[src/rtl/status_register_pkg.sv]
// Shared ARM status definitions: flag positions, unconditional condition codes
// and the NZCV word type. The condition checker uses the same package.
package status_register_pkg;

  localparam int NZCV_W = 4;

  localparam int FLAG_N = 3;
  localparam int FLAG_Z = 2;
  localparam int FLAG_C = 1;
  localparam int FLAG_V = 0;

  localparam logic [3:0] COND_AL = 4'b1110;
  localparam logic [3:0] COND_NV = 4'b1111;

  typedef logic [NZCV_W-1:0] nzcv_t;

  // AL and NV never look at the flags, so they never need to wait for them.
  function automatic logic cond_needs_flags(input logic [3:0] cond);
    return (cond != COND_AL) && (cond != COND_NV);
  endfunction

endpackage

[src/rtl/nzcv_reg.sv]
// 4-bit flag register with load enable and asynchronous active-low clear.
module nzcv_reg
  import status_register_pkg::*;
(
  input  logic  clk,
  input  logic  rst,
  input  logic  load,
  input  nzcv_t d,
  output nzcv_t q
);

  nzcv_t q_q;

  // Capture d on load; a low rst clears immediately, independent of clk.
  always_ff @(posedge clk or negedge rst) begin
    if (!rst) begin
      q_q <= '0;
    end else if (load) begin
      q_q <= d;
    end
  end

  assign q = q_q;

endmodule

[src/rtl/status_register.sv]
// Architectural NZCV register between the EXE-stage ALU and the ID-stage
// condition checker, with a one-entry shadow for exception entry/return and
// either a same-cycle bypass (FORWARD=1) or a one-cycle stall (FORWARD=0).
module status_register
  import status_register_pkg::*;
#(
  parameter bit FORWARD   = 1'b1,
  parameter bit SHADOW_EN = 1'b1
) (
  input  logic       clk,
  input  logic       rst,
  input  logic       exe_valid,
  input  logic       exe_s,
  input  logic [3:0] alu_status,
  input  logic       flush,
  input  logic       id_valid,
  input  logic [3:0] id_cond,
  input  logic       save,
  input  logic       restore,
  output logic [3:0] cond_state,
  output logic [3:0] status_q,
  output logic [3:0] shadow_q,
  output logic       hazard
);

  logic  wr;
  logic  rs;
  logic  sv;
  nzcv_t status_d;

  assign wr = exe_valid & exe_s & ~flush;
  assign rs = restore & SHADOW_EN;
  assign sv = save & SHADOW_EN;

  // Restore outranks a flag write in the same cycle; this is also exactly the
  // value the register will hold after the edge, which the bypass relies on.
  always_comb begin
    status_d = alu_status;
    if (rs) begin
      status_d = shadow_q;
    end
  end

  nzcv_reg u_status (
    .clk  (clk),
    .rst  (rst),
    .load (rs | wr),
    .d    (status_d),
    .q    (status_q)
  );

  // Shadow always takes the pre-edge status, so save+restore is a clean swap.
  generate
    if (SHADOW_EN) begin : g_shadow
      nzcv_reg u_shadow (
        .clk  (clk),
        .rst  (rst),
        .load (sv),
        .d    (status_q),
        .q    (shadow_q)
      );
    end else begin : g_no_shadow
      assign shadow_q = '0;
    end
  endgenerate

  // Bypass shows next-state flags at zero latency; without it ID reads the
  // register and must stall while a write sits in EXE. Restore never stalls
  // because exception return flushes the pipeline anyway.
  assign cond_state = FORWARD ? status_d & {NZCV_W{rs | wr}} | status_q & {NZCV_W{~(rs | wr)}}
                              : status_q;
  assign hazard     = FORWARD ? 1'b0
                              : (id_valid & wr & cond_needs_flags(id_cond));

endmodule

[config.mk]
export PLATFORM = sky130hd
export DESIGN_NAME = status_register
export DESIGN_NICKNAME = d
export VERILOG_FILES = /design/src/rtl/status_register_pkg.sv /design/src/rtl/nzcv_reg.sv /design/src/rtl/status_register.sv
export SDC_FILE = /design/constraint.sdc
export NUM_CORES = 1
export LEC_CHECK = 0
export ABC_AREA = 1
export CAP_MARGIN = 15
export CORE_UTILIZATION = 27
export DETAILED_ROUTE_END_ITERATION = 16
export HOLD_SLACK_MARGIN = 0.08
export PLACE_DENSITY = 0.66
export SYNTH_ARGS = -nofsm -noshare
export SYNTH_HDL_FRONTEND = slang
export SYNTH_SLANG_ARGS = --single-unit
[constraint.sdc]
create_clock -name clk -period 1.5 [get_ports clk]
set_clock_uncertainty 0.05 [all_clocks]
set_input_delay 0.15 -clock clk [delete_from_list [all_inputs] [get_ports clk]]
set_output_delay 0.15 -clock clk [all_outputs]
set_load 0.005 [all_outputs]
## After elaboration in Yosys (flattened, before gate mapping)

Index checks and enable logic that the tools add are counted.

| word-level totals | value |
|---|---|
| bits in registers | 8 |
| latch bits | 0 |
| bits in writable memories | 0 |
| ROM bits | 0 |
| output and inout bits | 13 |
| logic and storage cells | 11 |
| memories kept | 0 |

| operators by class | value |
|---|---|
| $add $sub $neg | 0 |
| $mul | 0 |
| divide/modulo/power cells | 0 |
| order comparisons | 0 |
| equal/unequal tests | 0 |
| shift-type cells | 0 |
| multiplexer cells | 1 |
| bitwise operators | 8 |
| reduce and logical (&&, ||, !) cells | 0 |

Operators by type and width:

| kind | count |
|---|---|
| $and A4 B4 Y4 | 2 |
| $mux W4 | 1 |
| $or A4 B4 Y4 | 1 |
| $and A1 B1 Y1 | 2 |
| $not A1 Y1 | 2 |
| $or A1 B1 Y1 | 1 |

## Logic depth before layout (Yosys ltp)

| logic depth | value |
|---|---|
| depth in word-level cells | 6 |
| gate-level depth with buffers | 5 |
| depth with buffers taken out | 5 |

## Cells and area by module

A second synthesis with hierarchy kept.

| second synthesis, totals | value |
|---|---|
| cells, all modules | 64 |
| area total of the unflattened synthesis | 437.9 µm² |

By module, submodules not included:

| module | times used | cells an instance | area an instance (µm²) | sequential area each (µm²) |
|---|---|---|---|---|
| nzcv_reg | 2 | 17 | 148.9 | 100.1 |
| status_register | 1 | 30 | 140.1 | 0.0 |

## Least setup slack after synthesis

OpenSTA, ideal clock, no wires.

| timing path | value |
|---|---|
| kind | register to output |
| from | register g_shadow.u_shadow.q_q[0], in the netlist g_shadow.u_shadow.q[0] |
| to | output port cond_state[0] |
| data arrival time | 614 ps |
| required time | 1300 ps |
| slack | 686 ps |
| cell stages (with the launch flop) | 5 |
| buffers on the path | 0 |
| cell sequence | dfrtp_1 > nand2_1 > nand2_1 > nand2_1 > nand2_1 |

| on the way | value |
|---|---|
| cells in the longest elaborated chain, start to end | 3 |

RTL lines:

| item | line | RTL |
|---|---|---|
| start: declaration | nzcv_reg.sv:12 | `nzcv_t q_q;` |
| start signal: assignment | nzcv_reg.sv:17 | `q_q <= '0;` |
| start signal: assignment | nzcv_reg.sv:19 | `q_q <= d;` |
| $mux W4 | status_register.sv:39 | `if (rs) begin` |
| $and A4 B4 Y4 | status_register.sv:70 | `assign cond_state = FORWARD ? status_d & {NZCV_W{rs \| wr}} \| status_q & {NZCV_W{~(rs \| wr)}}` |
| $or A4 B4 Y4 | status_register.sv:70 |  |
| end: declaration | status_register.sv:20 | `output logic [3:0] cond_state,` |

No other way between the ends.

## Final worst setup path

| timing path | value |
|---|---|
| from | register u_status.q_q[2], in the netlist u_status.q[2] |
| to | output port status_q[2] |

RTL lines:

| item | line | RTL |
|---|---|---|
| start: declaration | nzcv_reg.sv:12 |  |
| start signal: assignment | nzcv_reg.sv:17 |  |
| start signal: assignment | nzcv_reg.sv:19 |  |
| end: declaration | status_register.sv:21 | `output logic [3:0] status_q,` |

No word-level cell between the ends.

==> results.toml <==
[die]
num_rows = 13
die_width_um = 40.0
core-area_mm2 = 0.00132
io_pins = 29
start_util_pct = 29.6
die-area_mm2 = 0.00160
die_y_um = 40.0

[setup_path]
crit_arrival_ps = 1160
critPathKind = "reg2out"
cp_num_cells = 1
slowest_stage = "clkdlybuf4s50_1"
crit_path_max_fanout = 3
end_kind = "primary output"
crit_family = "buffers and inverters"
startpoint_type = "register"
critPathBufInv = 1
crit_required_ps = 1300
max_stage_delay_ps = 520
path_cells = "clkdlybuf4s50_1"
worst-r2r-cell-count = 4

[yosys]
yosysTopAreaCellShare_pct = 51.3
synth_cells = 54
syn_area_um2 = 390
synth.largest_area_cell = "dfrtp_1"
ys_warn_count = 0
syn_area_per_cell_um2 = 7.23
ys_seq_area_share_pct = 51.3
yosysUniqueCellTypes = 9
synth_fp_nets = 70
synth.ff_latch_count = 8
synth_area_leaders = "dfrtp_1 51%, nand2_1 27%, nand3_1 6.4%"

[route]
ant_nets = 0
drc = 0
wl_um = 1120
routed_via_density = 4.31
wl_per_cell_um = 11.0
dr.pass1.iters = 3
drtIter0Drc = 3
vias = 435

[clock_network]
clk_latency_ps = 240
root_buffer = "clkbuf_4"
cts_sinks = 8
cts_buffer_depth = 2
ctsHoldBuffers = 0
cts_inserted_buffers = 3
cts_tree = "yes"
htreeDepth = 1
path_clk_slew_ps = 50

[cells_and_area]
seqCellArea_um2 = 200
nets = 104
layout_commonest_cell = "nand2_1"
n_fill_cell = 127
layout.cells.non_filler = 101
most-common-layout-cells = "27 x nand2_1, 14 x clkdlybuf4s50_1, 8 x dfrtp_1"
area_growth_syn_to_layout_pct = 87.5
multi_input_area_um2 = 185
stdcell_area_um2 = 732
drive_gt1_share_pct = 22.1
diodes = 0

[timing]
drv_slew = 0
max_freq_mhz = 734
min_period_ps = 1360
hold_viol = 0
fin_setup_tns_ps = 0
period_share_pct = 90.9
setup_viol = 0
rsz0062_at_grt = "false"

[run_status]
status = "finished clean"

[pwr]
total_leakage_power_nw = 0.408
p_sw_share_pct = 27.3
power.density_mw_per_mm2 = 862
p_sw_mw = 0.172
clkPwrFrac_pct = 25.3
comb_power_share_pct = 31.5
p_total_mw = 0.631
power.internal_mw = 0.459
power.share.sequential_pct = 43.1
peakVddDrop_uv = 424

[grt]
antenna_found_initial = 0
use_met2_pct = 22.6
grt.busiest_layer = "met2"
use_met1_pct = 21.0
grt_max_degree = 10
grt_first_pass_wirelength_um = 1650
grtUsageMet3_pct = 3.89
grtUsageTotal_pct = 15.8
grt_pass1_vias = 408
grt_remaining_overflow = 0

[placement]
port_buffers = 22
dpl.hpwl_um = 772
gp_congestion = 0.770
dpl.cell_count = 93
placed_cell_area_um2 = 644

[flow_run]
max_cap_viol_count = 0

[hold_path]
worst_hold_path_type = "in2async"
power by group through the flow:
stage | Sequential, mW | Combinational (mW) | Clock [mW]
global route | 0.277 | 0.224 | 0.174
global placement | 0.274 | 0.191 | 0
finish | 0.272 | 0.199 | 0.160
CTS | 0.272 | 0.194 | 0.165
detailed placement | 0.274 | 0.193 | 0
floorplan | 0.272 | 0.0562 | 0
state kept, by name (all words and copies together), names as in the netlist:
name / flops
u_status.q: 4
g_shadow.u_shadow.q: 4
per-layer routing:
| layer | wire [um] | vias up | part of all wire [%] |
|---|---|---|---|
| met5 | 0 | - | 0 |
| met4 | 0 | 0 | 0 |
| met3 | 106 | 0 | 9.5 |
| met2 | 499 | 21 | 45 |
| met1 | 509 | 186 | 46 |
| li1 | - | 228 | - |
path summary, 6_finish.rpt:
path                                                     from  slack (ps)                            endpoint
max reg2reg                g_shadow.u_shadow.q[2]$_DFFE_PN0P_         680           u_status.q[2]$_DFFE_PN0P_
min                                                       rst         140           u_status.q[0]$_DFFE_PN0P_
min reg2reg                         u_status.q[0]$_DFFE_PN0P_         470  g_shadow.u_shadow.q[0]$_DFFE_PN0P_
min in group clk                                        flush         300           u_status.q[2]$_DFFE_PN0P_
max in group asynchronous                                 rst        1000           u_status.q[3]$_DFFE_PN0P_
max                                 u_status.q[2]$_DFFE_PN0P_         140                         status_q[2]
cell families after synthesis:
family                 Yosys count  share of synthesized area (%)
other                            1                          0.961
AOI/OAI and AO/OA                4                           5.13
buffers and inverters            7                           7.69
and+or+nand+nor                 34                           34.9
DFF                              8                           51.3
cell usage after synthesis, drive strengths merged:
library cell	n
nand3	5
buf	1
inv	6
dfrtp	8
conb	1
o21ai	4
nand2	29
metrics by stage:
step	worst slack (ps)	util [%]	hold WS (ps)
floorplan	686	-	-196
global placement	-237	48.9	413
detailed placement	-295	48.9	413
CTS	-91.4	53.6	141
global route	83.6	55.6	161
finish	137	55.6	135
what timing repair did:
action / 4_1_cts / 5_1_grt
pin swaps: 2 / 2
setup buffers: 5 / 0
endpoints found under the setup margin: 4 / 4
gates resized for setup: 11 / 12
layout make-up:
type / count / area share [%]
multi-input combinational: 39 / 25.3
timing repair buffer: 30 / 38.6
tap: 15 / 2.56
inverter: 6 / 3.08
sequential: 8 / 27.4
clock buffer: 3 / 3.08
Power figures use the tool's default switching activity.
